===== config.mk =====
export PLATFORM = sky130hd
export DESIGN_NAME = alu_mdu
export DESIGN_NICKNAME = d
export VERILOG_FILES = /design/src/rtl/alu_mdu.sv
export SDC_FILE = /design/constraint.sdc
export NUM_CORES = 1
export LEC_CHECK = 0
export CAP_MARGIN = 30
export CORE_UTILIZATION = 50
export DETAILED_ROUTE_END_ITERATION = 16
export PLACE_DENSITY = 0.73
export SLEW_MARGIN = 20
export SYNTH_ARGS = -nofsm -noshare
export SYNTH_HDL_FRONTEND = slang
export SYNTH_SLANG_ARGS = --single-unit

===== constraint.sdc =====
create_clock -name clk -period 5.3 [get_ports clk]
set_input_delay 1.06 -clock clk [delete_from_list [all_inputs] [get_ports clk]]
set_output_delay 1.06 -clock clk [all_outputs]
set_load 0.1 [all_outputs]

===== src/rtl/alu_mdu.sv =====
// ---------------------------------------------------------------------------
// alu_mdu : registered RV32I ALU + RV32M multiply/divide unit for the EX stage
//
// Base ALU ops and divide special cases finish one cycle after accept.
// MUL*/DIV*/REM* go through an iterative engine: shift-add for multiply,
// restoring shift-subtract for divide. Both work on operand magnitudes, and
// the sign is fixed up on the last iteration. From accept to out_valid takes
// XLEN+1 cycles.
//
// Optional build macro: ALU_MDU_FAST_MUL_EN
//   defined   : func 10-13 use a combinational multiplier and finish in 1 cycle
//   undefined : multiply shares the iterative engine and no multiplier is built
//
// Ports
//   clk, rst_n          rising-edge clock, synchronous active-low reset
//   in_valid/in_ready   operation handshake; a, b, func sampled on accept
//   out_valid/out_ready result handshake; out, out_illegal held while waiting
// ---------------------------------------------------------------------------
module alu_mdu #(
    parameter int XLEN = 32,
    parameter int SHW  = $clog2(XLEN)
) (
    input  logic            clk,
    input  logic            rst_n,
    input  logic            in_valid,
    output logic            in_ready,
    input  logic [XLEN-1:0] a,
    input  logic [XLEN-1:0] b,
    input  logic [4:0]      func,
    output logic            out_valid,
    input  logic            out_ready,
    output logic [XLEN-1:0] out,
    output logic            out_illegal
);

    localparam logic [4:0] F_ADD    = 5'd0;
    localparam logic [4:0] F_SUB    = 5'd1;
    localparam logic [4:0] F_AND    = 5'd2;
    localparam logic [4:0] F_OR     = 5'd3;
    localparam logic [4:0] F_XOR    = 5'd4;
    localparam logic [4:0] F_SLT    = 5'd5;
    localparam logic [4:0] F_SLTU   = 5'd6;
    localparam logic [4:0] F_SLL    = 5'd7;
    localparam logic [4:0] F_SRL    = 5'd8;
    localparam logic [4:0] F_SRA    = 5'd9;
    localparam logic [4:0] F_MUL    = 5'd10;
    localparam logic [4:0] F_MULH   = 5'd11;
    localparam logic [4:0] F_MULHSU = 5'd12;
    localparam logic [4:0] F_MULHU  = 5'd13;
    localparam logic [4:0] F_DIV    = 5'd14;
    localparam logic [4:0] F_DIVU   = 5'd15;
    localparam logic [4:0] F_REM    = 5'd16;
    localparam logic [4:0] F_REMU   = 5'd17;

    localparam logic [SHW-1:0] CNT_LAST = SHW'(XLEN - 1);
    localparam logic [XLEN-1:0] MOST_NEG = {1'b1, {(XLEN-1){1'b0}}};

    typedef enum logic [1:0] {S_IDLE, S_BUSY, S_DONE} state_e;

    state_e          state_q, state_d;
    logic [SHW-1:0]  cnt_q, cnt_d;
    logic [XLEN-1:0] hi_q, hi_d;     // partial product high half / partial remainder
    logic [XLEN-1:0] lo_q, lo_d;     // multiplier bits / dividend-then-quotient bits
    logic [XLEN-1:0] mc_q, mc_d;     // multiplicand or divisor magnitude
    logic            neg_q, neg_d;   // negate the selected result at completion
    logic            sel_q, sel_d;   // mul: take high half; div: take remainder
    logic            isdiv_q, isdiv_d;
    logic [XLEN-1:0] out_q, out_d;
    logic            ill_q, ill_d;

    logic accept;

    assign in_ready    = (state_q == S_IDLE) || (state_q == S_DONE && out_ready);
    assign accept      = in_valid && in_ready;
    assign out_valid   = (state_q == S_DONE);
    assign out         = out_q;
    assign out_illegal = ill_q;

    // ---------------------------------------------------------------- decode
    logic            is_mul, is_div, is_ill;
    logic            a_sgn, b_sgn, a_neg, b_neg;
    logic [XLEN-1:0] a_mag, b_mag;
    logic            div_zero, div_ovf, quick;

    always_comb begin
        is_mul   = (func >= F_MUL) && (func <= F_MULHU);
        is_div   = (func >= F_DIV) && (func <= F_REMU);
        is_ill   = (func > F_REMU);
        a_sgn    = (func == F_MULH) || (func == F_MULHSU) || (func == F_DIV) || (func == F_REM);
        b_sgn    = (func == F_MULH) || (func == F_DIV) || (func == F_REM);
        a_neg    = a_sgn && a[XLEN-1];
        b_neg    = b_sgn && b[XLEN-1];
        a_mag    = a_neg ? (~a + 1'b1) : a;
        b_mag    = b_neg ? (~b + 1'b1) : b;
        div_zero = is_div && (b == '0);
        div_ovf  = ((func == F_DIV) || (func == F_REM)) && (a == MOST_NEG) && (b == '1);
`ifdef ALU_MDU_FAST_MUL_EN
        quick    = !is_div || div_zero || div_ovf;
`else
        quick    = !(is_mul || is_div) || div_zero || div_ovf;
`endif
    end

    // ------------------------------------------------------- one-cycle path
    logic [SHW-1:0]  shamt;
    logic [XLEN-1:0] base_res, quick_res;

    assign shamt = b[SHW-1:0];

    always_comb begin
        base_res = '0;
        case (func)
            F_ADD:   base_res = a + b;
            F_SUB:   base_res = a - b;
            F_AND:   base_res = a & b;
            F_OR:    base_res = a | b;
            F_XOR:   base_res = a ^ b;
            F_SLT:   base_res = {{(XLEN-1){1'b0}}, ($signed(a) < $signed(b))};
            F_SLTU:  base_res = {{(XLEN-1){1'b0}}, (a < b)};
            F_SLL:   base_res = a << shamt;
            F_SRL:   base_res = a >> shamt;
            F_SRA:   base_res = $unsigned($signed(a) >>> shamt);
            default: base_res = '0;
        endcase
    end

`ifdef ALU_MDU_FAST_MUL_EN
    // One extra top bit per operand carries the signedness, so a single
    // signed multiplier covers all four variants.
    logic signed [XLEN:0]     fa, fb;
    logic signed [2*XLEN-1:0] fp;
    logic [XLEN-1:0]          fast_res;

    always_comb begin
        fa       = $signed({a_sgn && a[XLEN-1], a});
        fb       = $signed({b_sgn && b[XLEN-1], b});
        fp       = fa * fb;
        fast_res = (func == F_MUL) ? fp[XLEN-1:0] : fp[2*XLEN-1:XLEN];
    end
`endif

    always_comb begin
        quick_res = base_res;
        if (is_ill) begin
            quick_res = '0;
        end else if (div_zero) begin
            quick_res = ((func == F_DIV) || (func == F_DIVU)) ? '1 : a;
        end else if (div_ovf) begin
            quick_res = (func == F_DIV) ? a : '0;
`ifdef ALU_MDU_FAST_MUL_EN
        end else if (is_mul) begin
            quick_res = fast_res;
`endif
        end
    end

    // ------------------------------------------------------ iterative engine
    logic [XLEN:0]     mul_sum;
    logic [XLEN:0]     div_sh;
    logic              div_ge;
    logic [XLEN-1:0]   div_diff;
    logic [XLEN-1:0]   it_hi, it_lo;
    logic [2*XLEN-1:0] prod, prod_s;
    logic [XLEN-1:0]   dv, iter_res;

    always_comb begin
        // Multiply: add the multiplicand if the current multiplier bit is set,
        // then shift {carry, hi, lo} right by one.
        mul_sum  = {1'b0, hi_q} + (lo_q[0] ? {1'b0, mc_q} : '0);
        // Divide: shift the next dividend bit into the remainder and subtract
        // the divisor when it fits. The difference always fits in XLEN bits.
        div_sh   = {hi_q, lo_q[XLEN-1]};
        div_ge   = (div_sh >= {1'b0, mc_q});
        div_diff = div_sh[XLEN-1:0] - mc_q;

        if (isdiv_q) begin
            it_hi = div_ge ? div_diff : div_sh[XLEN-1:0];
            it_lo = {lo_q[XLEN-2:0], div_ge};
        end else begin
            it_hi = mul_sum[XLEN:1];
            it_lo = {mul_sum[0], lo_q[XLEN-1:1]};
        end

        prod   = {it_hi, it_lo};
        prod_s = neg_q ? (~prod + 1'b1) : prod;
        dv     = sel_q ? it_hi : it_lo;

        if (isdiv_q) iter_res = neg_q ? (~dv + 1'b1) : dv;
        else         iter_res = sel_q ? prod_s[2*XLEN-1:XLEN] : prod_s[XLEN-1:0];
    end

    // ------------------------------------------------------------------ FSM
    always_comb begin
        state_d = state_q;
        cnt_d   = cnt_q;
        hi_d    = hi_q;
        lo_d    = lo_q;
        mc_d    = mc_q;
        neg_d   = neg_q;
        sel_d   = sel_q;
        isdiv_d = isdiv_q;
        out_d   = out_q;
        ill_d   = ill_q;

        case (state_q)
            S_IDLE, S_DONE: begin
                if (state_q == S_DONE && out_ready) state_d = S_IDLE;
                if (accept) begin
                    if (quick) begin
                        out_d   = quick_res;
                        ill_d   = is_ill;
                        state_d = S_DONE;
                    end else begin
                        cnt_d   = '0;
                        hi_d    = '0;
                        isdiv_d = is_div;
                        if (is_div) begin
                            lo_d  = a_mag;
                            mc_d  = b_mag;
                            sel_d = (func == F_REM) || (func == F_REMU);
                            // Remainder follows the dividend; quotient sign is the xor.
                            neg_d = sel_d ? a_neg : (a_neg ^ b_neg);
                        end else begin
                            lo_d  = b_mag;
                            mc_d  = a_mag;
                            sel_d = (func != F_MUL);
                            neg_d = a_neg ^ b_neg;
                        end
                        state_d = S_BUSY;
                    end
                end
            end
            S_BUSY: begin
                hi_d  = it_hi;
                lo_d  = it_lo;
                cnt_d = cnt_q + 1'b1;
                if (cnt_q == CNT_LAST) begin
                    out_d   = iter_res;
                    ill_d   = 1'b0;
                    state_d = S_DONE;
                end
            end
            default: state_d = S_IDLE;
        endcase
    end

    always_ff @(posedge clk) begin
        if (!rst_n) begin
            state_q <= S_IDLE;
            cnt_q   <= '0;
            hi_q    <= '0;
            lo_q    <= '0;
            mc_q    <= '0;
            neg_q   <= 1'b0;
            sel_q   <= 1'b0;
            isdiv_q <= 1'b0;
            out_q   <= '0;
            ill_q   <= 1'b0;
        end else begin
            state_q <= state_d;
            cnt_q   <= cnt_d;
            hi_q    <= hi_d;
            lo_q    <= lo_d;
            mc_q    <= mc_d;
            neg_q   <= neg_d;
            sel_q   <= sel_d;
            isdiv_q <= isdiv_d;
            out_q   <= out_d;
            ill_q   <= ill_d;
        end
    end

endmodule


# Word level (Yosys, flattened, before mapping)
# Cells that the tools add are included.
[op_classes]
n_addsub = 9
magnitude_cmp = 8
mux = 44
bitwise = 9
n_div = 0
n_eq_ne = 26
multipliers = 0
n_reduce_logical = 31
shift = 3
[ops]
columns = ["cell", "n"]
rows = [
  ["2-to-1 mux 32 bit", 24],
  ["case mux 32 bit (10 select lines)", 1],
  ["case mux 32 bit (2 select lines)", 3],
  ["adder 32 x 1 -> 32 bit (second input constant)", 3],
  ["NOT 32 bit", 3],
  ["adder 64 x 1 -> 64 bit (second input constant)", 1],
  ["equality test 32 bit (second input constant)", 2],
  ["less-than comparator 32 bit", 2],
  ["2-to-1 mux 64 bit", 1],
  ["NOT 64 bit", 1],
  ["subtractor 32 bit", 2],
  ["adder 32 x 32 -> 33 bit", 1],
  ["greater-or-equal comparator 33 x 32 -> 1 bit", 1],
  ["adder 32 bit", 1],
  ["AND 32 bit", 1],
  ["logical NOT 32 bit", 1],
  ["bitwise OR 32 bit", 1],
  ["<< shifter 32 x 5 -> 32 bit", 1],
  [">> shifter 32 x 5 -> 32 bit", 1],
  [">>> shifter 32 x 5 -> 32 bit", 1],
  ["bitwise XOR 32 bit", 1],
  ["equality test 5 x 4 -> 1 bit (second input constant)", 6],
  ["equality test 5 x 3 -> 1 bit (second input constant)", 4],
  ["equality test 5 bit (second input constant)", 3],
  ["other kinds (30)", 64],
]
[totals]
in_bits = 73
mem_bits_ro = 0
mem_bits_rw = 0
latch_bits = 0
memories = 0
reg_bits = 139

# Depth between registers and ports, before layout
# Gate-level depths: netlist of run 1.
[logic_depth]
word_depth = 10
depth_mapped = 26
mapped_depth_nobuf = 22

# Worst setup path before layout of run 1
# OpenSTA, ideal clock, no wires.
[synth_timing]
path_type = "input to register"
start = "input b[2]"
end = "register out_q[31] (netlist: out[31])"
n_path_buf = 3
setup_time_ns = 0.124
slack_ns = -0.285
t_required_ns = 5.176
arrival_time_ns = 5.461
path_stages = 19
cell_sequence = "clkbuf_1 -> inv_2 -> buf_1 -> buf_1 -> ha_1 -> or3_1 -> o221a_2 -> a2111oi_0 -> o21ai_0 -> a21oi_1 -> o21bai_1 -> a21o_1 -> a21oi_1 -> a2111oi_0 -> o31a_1 -> nor3_1 -> xnor2_1 -> a221oi_1 -> a21oi_1"
[synth_via]
elab_chain_len = 8
[synth_rtl]
columns = ["element", "line", "source"]
rows = [
  ["start, declared", "28", "input logic [XLEN-1:0] b,"],
  ["subtractor 32 bit (tied with other cells)", "114", "F_SUB: base_res = a - b;"],
  ["case mux 32 bit (10 select lines) / logical AND 1 bit (equally long branches)", "112, 96", ""],
  ["2-to-1 mux 32 bit", "148", "end else if (div_ovf) begin"],
  ["2-to-1 mux 32 bit", "146", "end else if (div_zero) begin"],
  ["2-to-1 mux 32 bit", "144", "if (is_ill) begin"],
  ["2-to-1 mux 32 bit", "209", "if (quick) begin"],
  ["2-to-1 mux 32 bit", "208", "if (accept) begin"],
  ["case mux 32 bit (2 select lines)", "205", "case (state_q)"],
  ["end signal, assigned", "268", "out_q <= out_d;"],
  ["end, declared", "68", "logic [XLEN-1:0] out_q, out_d;"],
]
# Several ways; a longest one is shown, not always the timed one. The select of a mux whose other input is x is not followed.
# A chain may end at the register's enable or synchronous reset.

# Worst setup path in the final report of run 1
[layout_timing]
start = "register mc_q[22]"
end = "register out_q[28] (netlist: out[28])"
[layout_via]
elab_chain_len = 10
[layout_rtl]
columns = ["element", "line", "source"]
rows = [
  ["start, declared", "64", "logic [XLEN-1:0] mc_q, mc_d;"],
  ["start signal, assigned", "264", "mc_q <= mc_d;"],
  ["2-to-1 mux 32 bit (tied with other cells)", "169", "mul_sum = {1'b0, hi_q} + (lo_q[0] ? {1'b0, mc_q} : '0);"],
  ["adder 32 x 32 -> 33 bit / 2-to-1 mux 32 bit (equally long branches)", "169, 177", ""],
  ["2-to-1 mux 32 bit", "176", "if (isdiv_q) begin"],
  ["NOT 64 bit / 2-to-1 mux 32 bit (equally long branches)", "185, 186", ""],
  ["adder 64 x 1 -> 64 bit / NOT 32 bit (equally long branches)", "185, 188", ""],
  ["2-to-1 mux 64 bit / adder 32 x 1 -> 32 bit (equally long branches)", "185, 188", ""],
  ["2-to-1 mux 32 bit, on equally long branches", "189, 188", ""],
  ["2-to-1 mux 32 bit *", "188", "if (isdiv_q) iter_res = neg_q ? (~dv + 1'b1) : dv;"],
  ["2-to-1 mux 32 bit *", "237", "if (cnt_q == CNT_LAST) begin"],
  ["case mux 32 bit (2 select lines) *", "205", ""],
]
# Mark *: on every way between the ends. The rest lies on a longest branch, timed or not. The select of a mux whose other input is x is not followed.

==> results of run 1 <==
## tightest hold or removal path: stages (launching register included)
cell and delay [ns]:
dfxtp_1 0.32, nand2_1 0.05, a21oi_1 0.05
## how the worst max path moves through the flow
stage / depth (start not counted) / slack (ns) / start / to
2_1_floorplan: 19 / 0.0003 / b[4] / out[31]
3_3_place_gp: 18 / -0.39 / a[0] / out[30]
3_5_place_dp: 18 / -0.44 / a[0] / out[30]
4_1_cts: 18 / 0.0008 / a[0] / out[30]
5_1_grt: 23 / -0.05 / mc_q[3] / out[28]
6_report: 23 / 0.17 / mc_q[22] / out[28]
## metal layers
| layer | vias up | wire length [um] | global-route usage, % |
|---|---|---|---|
| met5 | - | 0 | 0 |
| met4 | 0 | 7890 | 27.4 |
| met3 | 387 | 11100 | 5.71 |
| met2 | 1909 | 47700 | 67.8 |
| met1 | 13800 | 42200 | 54.9 |
| li1 | 13600 | - | - |
## final cells by class
| cell class | instances | share of cell area (%) |
|---|---|---|
| clock buffers | 20 | 1.65 |
| inverters | 156 | 2.09 |
| flip-flops and latches | 139 | 9.90 |
| well taps | 607 | 2.69 |
| clock inverters | 12 | 0.599 |
| multi-input cells | 3022 | 69.6 |
| repair buffers | 461 | 13.4 |
## logic make-up after synthesis
family,after synthesis
AO/OA/AOI/OAI,1279
XOR/XNOR,188
adder cells (fa/ha/maj),172
buffers and inverters,429
flip-flops,139
multiplexers,136
AND/OR/NAND/NOR,1247
## cell usage in the layout (no fill, tap or decap), types with 13 or more instances in the layout
cell,count
o21a_1,17
nand3_1,77
and2_1,46
a31oi_1,65
o21bai_1,19
o41ai_1,20
a221oi_1,30
nand4_1,49
xnor2_1,137
inv_1,149
o22ai_1,28
nand2_1,347
o211ai_1,86
nor2_1,421
a211oi_1,103
a211o_1,15
nor3_1,88
a22oi_1,22
xor2_1,51
a21oi_1,327
or3_1,41
clkbuf_16,17
or2_2,16
clkdlybuf4s50_1,102
o21ai_0,282
buf_4,349
mux2i_1,102
nor4_1,22
nor2b_1,21
nand2b_1,26
ha_1,165
mux2_2,26
and3_1,27
o31ai_1,36
a21o_1,46
dfxtp_1,135
or4_1,13
## state kept, by name, summed over array words and instances, names as in the netlist
register     cells
hi_q            32
mc_q            32
cnt_q            5
lo_q            32
state_q          2
sel_q            1
out_illegal      1
neg_q            1
out             32
isdiv_q          1
## what timing repair did
| item | 4_1_cts | 5_1_grt |
|---|---|---|
| setup buffers | 0 | 0 |
| gates resized for setup | 0 | 21 |
| setup endpoints to repair | 0 | 12 |
## power by group through the flow
stage,Clock [mW],Combinational (mW),Sequential [mW]
after global routing,1.37,3.35,1.18
after CTS,1.32,3.05,1.17
after global placement,0,3.03,1.19
after detailed placement,0,3.03,1.19
after floorplan,0,1.80,1.29
final,1.32,3.17,1.17
## stage by stage
| stage | hold WS, ns | worst slack [ns] | instance area (um2) |
|---|---|---|---|
| 6_report | 0.465 | 0.170 | 28200 |
| 5_1_grt | 0.498 | -0.0470 | 28200 |
| 4_1_cts | 0.470 | 0.000821 | 28100 |
| 3_5_place_dp | 0.462 | -0.444 | 27500 |
| 3_3_place_gp | 0.455 | -0.390 | 27500 |
| 2_1_floorplan | 0.440 | 0.000289 | 24000 |
==> results.cfg, run 1 <==
[setup_path]
r2r_end = out[28]
crit_fanout = 5
reg2reg_slack_ns = 0.17
crit_path_top_delay_cell = o41ai_1
arrival_ns = 5.48
reg2reg_from = mc_q[22]
rr_worst_depth = 23
critPathRequiredTime_ns = 5.65
crit_chain = inv_1 -> ha_1 -> and2_2 -> nand3_1 -> nor4_2 -> buf_4 -> nand3_1 -> o22a_1 -> nand2_2 -> mux2_1 -> a21oi_1 -> nand2_1 -> o21ai_0 -> ha_2 -> o21ai_0 -> nor2_1 -> o211a_1 -> nand4_1 -> o41ai_1 -> xor2_1 -> a221oi_1 -> buf_4 -> o32a_1
crit_buf_inv = 3
path_delay_family = compound AO/OA/AOI/OAI gates
start_kind = register
path_class = register to register
max_stage_delay_ns = 0.39
cp-end-kind = register

[place]
numPortBuffers = 107
dpl.hpwl_mm = 85.8
gp_congestion = 1.09
dp.cells = 4384

[power_and_ir_drop]
power_leakage_nw = 11.6
clock_power_share_pct = 23.3
p_per_area_mw_per_mm2 = 201
peakVddDrop_mv = 0.211
comb_power_share_pct = 56.0
switching_share_pct = 45.6
switchingPower_mw = 2.58
p_total_mw = 5.67
seq_power_share_pct = 20.7
power.internal_mw = 3.08

[global_route]
grt_pass1_vias = 27000
grt_pass1_wl_mm = 163
track_usage_pct = 42.9
grt_overflow_total = 0
antenna_found_initial = 0
grt_max_degree = 78

[sta]
setup_tns_ns = 0
period_needed_ns = 5.13
fin_skew_ns = 0.0105
hold_viol_final = 0
setup_violations = 0
slew_headroom_pct = 26.1
fmax_mhz = 195
report.final.slew_viol_count = 0
worst_pin_slew_ns = 1.11
period_share_pct = 96.8

[cells_and_area]
fin_cells = 4417
layout-drive-gt1-share_pct = 13.9
fillerInstances = 4554
antenna_cells = 0
utilization_pct = 60.1
nNetsFinal = 4042
area_growth_pct = 17.6
seq_area_mm2 = 0.00279
multi_input_area_mm2 = 0.0196

[route]
avgRoutedWirePerCell_um = 24.6
drc = 0
first_pass_iters = 6
postRouteWirelength_mm = 109
vias = 29700
ant_nets = 0
viasPerCell = 6.73
drt_iter0_drc = 3799

[logic_synthesis]
synth_fa_ha_area_share_pct = 9.10
netlist_top_cells_area = dfxtp_1 (12%), ha_1 (8.8%), a21oi_1 (6.9%)
synth_nets = 3835
synth_top_flop_cell = dfxtp_1
synthArstFlopShare_pct = 0
post_synth_xor_area_fraction_pct = 6.87
synth_top_family_by_area = compound AO/OA/AOI/OAI gates
ys_seq_area_share_pct = 11.6
yosys_warnings = 0
synth_cell_types = 106
synth_edf_count = 0
synth-compound-area-share_pct = 35.0
synth_common_cells = nor2_1 (422), nand2_1 (350), a21oi_1 (329), o21ai_0 (282), clkbuf_1 (204)
yosysMostFrequentCell = nor2_1
yosysTopAreaCellShare_pct = 11.6
yosys.area.top_type = dfxtp_1
netlist_area_mm2 = 0.0240
syn_area_per_cell_um2 = 6.68
muxShareOfSynthArea_pct = 6.18
ys_ff_latch = 139
synth-simple-area-share_pct = 24.2
syn_inst = 3590

[cts]
root_buffer = clkbuf_16
cts_tree = built
clk_latency_ns = 0.46
clkSlewWorstSetupHoldPaths_ns = 0.07
ctsHoldBuffers = 0
clk_path_buf_depth = 2
numCtsBuffers = 17
clkSinkCount = 139
ctsHtreeMaxLevel = 4

[min_path]
hold_path.class = register to register
whs_path_depth = 2
min_from = mc_q[25]
min_to = mc_q[25]

[floorplan]
fp.dieW_um = 221
ios = 108
fp.dieH_um = 221
start_util_pct = 51.1
dieArea_mm2 = 0.0488
rows = 79
fp.coreArea_mm2 = 0.0470

[status]
status = finished, final reports clean

[flow_run]
drv_cap = 0
No activity file was read; power rests on OpenSTA's default activity.
==> inputs of run 2 (changes only) <==
--- a/config.mk
+++ b/config.mk
@@ -6,9 +6,9 @@
 export NUM_CORES = 1
 export LEC_CHECK = 0
 export CAP_MARGIN = 30
-export CORE_UTILIZATION = 50
+export CORE_UTILIZATION = 55
 export DETAILED_ROUTE_END_ITERATION = 16
-export PLACE_DENSITY = 0.73
+export PLACE_DENSITY = 0.78
 export SLEW_MARGIN = 20
 export SYNTH_ARGS = -nofsm -noshare
 export SYNTH_HDL_FRONTEND = slang
==> run 2 against run 1 <==
- die area decreased by 9.0%
- first-iteration DRC count increased by 10%
- total power decreased by 2.4%
- non-clock buffer count decreased by 15
- worst setup slack got worse by 0.039 ns
- combinational power about the same
- worst hold slack got worse by 0.0026 ns
- via count increased by 0.73%
- maximum frequency decreased by 0.75%
- critical path type unchanged
==> results.cfg, run 2 (synthesized netlist as in run 1, its figures left out) <==
[cells_and_area]
fin_cells = 4382
final_cell_mix = nor2_1 (420), nand2_1 (347), buf_4 (332), a21oi_1 (328), o21ai_0 (280)
layout_commonest_cell = nor2_1
nNetsFinal = 4027
area_growth_pct = 17.0
layout-drive-gt1-share_pct = 13.6

[sta]
hold_viol_final = 0
report.final.slew_viol_count = 0
fmax_mhz = 193
setup_violations = 0
setup_tns_ns = 0
period_share_pct = 97.5
layout_setup_ws_ns = 0.131
period_needed_ns = 5.17
slew_headroom_pct = 28.4
worst_pin_slew_ns = 1.07
fin_skew_ns = 0.0121

[route]
avgRoutedWirePerCell_um = 24.9
drc = 0
first_pass_iters = 9
postRouteWirelength_mm = 109
drt_iter0_drc = 4179
ant_nets = 0
vias = 30000
viasPerCell = 6.84

[cts]
clkSinkCount = 139
root_buffer = clkbuf_16
numCtsBuffers = 17
ctsHtreeMaxLevel = 4
cts_tree = built
clk_path_buf_depth = 2
clk_latency_ns = 0.46
clkSlewWorstSetupHoldPaths_ns = 0.07
ctsHoldBuffers = 0

[status]
status = finished, final reports clean

[global_route]
use_met3_pct = 7.70
grt_max_degree = 96
use_met1_pct = 60.3
antenna_found_initial = 3
grt.busiest_layer = met2
grt_pass1_vias = 27400
track_usage_pct = 48.0
grt_overflow_total = 0
met2_usage_pct = 74.1
grt_pass1_wl_mm = 164

[place]
dpl.hpwl_mm = 85.4
gp_congestion = 1.07
pre_cts_ws_ns = -0.249
dp.cells = 4344
numPortBuffers = 107

[setup_path]
cp-end-kind = register
crit_fanout = 4
path_class = register to register
critPathRequiredTime_ns = 5.65
arrival_ns = 5.52
reg2reg_slack_ns = 0.13
start_kind = register

[floorplan]
fp.dieH_um = 211
dieArea_mm2 = 0.0444
ios = 108
start_util_pct = 55.7
fp.coreArea_mm2 = 0.0431
fp.dieW_um = 211
rows = 76

[power_and_ir_drop]
switchingPower_mw = 2.64
power.internal_mw = 2.89
peakVddDrop_mv = 0.176
switching_share_pct = 47.7
comb_power_share_pct = 57.5
seq_power_share_pct = 21.1
clock_power_share_pct = 21.4
power_leakage_nw = 11.5
p_per_area_mw_per_mm2 = 197

[flow_run]
drv_cap = 0

[min_path]
hold_path.class = register to register
## run 2: final timing paths
kind                                from       end  cells past startpoint
worst max-delay path            lo_q[31]   out[28]                     20
worst min-delay path            mc_q[28]  mc_q[28]                      2
worst min register to register  mc_q[28]  mc_q[28]                      2
worst max register to register  lo_q[31]   out[28]                     20
## run 2: power groups by stage
stage	clock network (mW)	logic, mW	registers, mW
floorplan	0	1.80	1.29
global placement	0	3.00	1.19
detailed placement	0	3.00	1.19
CTS	1.18	3.02	1.16
global route	1.21	3.34	1.17
finish	1.18	3.18	1.17
## run 2: area by class of cell
type                    count  area (um2)
diodes                      2        5.00
clock buffers              19         443
clock inverters            13         118
fillers                  4104       15000
inverters                 156         589
multi-input cells        3022       19700
flip-flops and latches    139        2790
well taps                 585         732
repair buffers            446        3700
## run 2: timing repair
action / in CTS / in global routing
resized for setup: 0 / 30
buffers inserted: 0 / 3
setup endpoints to repair: 0 / 9
## run 2: worst max-delay path: stages, from the launching register on
cell       delay, ns
dfxtp_1         0.33
inv_1           0.12
ha_1            0.18
inv_1           0.06
fa_1            0.44
a211oi_2        0.29
o21ai_1         0.19
a31oi_2         0.30
o211ai_1        0.15
a211oi_2        0.30
xnor2_1         0.13
a211o_1         0.39
nor4_1          0.34
buf_4           0.18
a2bb2oi_1       0.18
nand4_1         0.23
o41ai_2         0.39
xor2_1          0.22
a221oi_1        0.15
buf_4           0.20
o32a_1          0.27
## run 2: stage by stage
stage / instance area, um2 / hold WS, ns / total power, mW / utilization, %
floorplan: 24000 / 0.440 / 3.08 / -
global placement: 27300 / 0.450 / 4.18 / 63.4
detailed placement: 27300 / 0.458 / 4.19 / 63.4
CTS: 27900 / 0.466 / 5.36 / 64.7
global route: 28100 / 0.491 / 5.72 / 65.1
finish: 28100 / 0.462 / 5.53 / 65.1
## run 2: metal layers
metal / wire, um / share of wire [%]
met1: 40500 / 37
met3: 12200 / 11
met5: 13 / 0.012
met4: 9300 / 8.5
met2: 47200 / 43
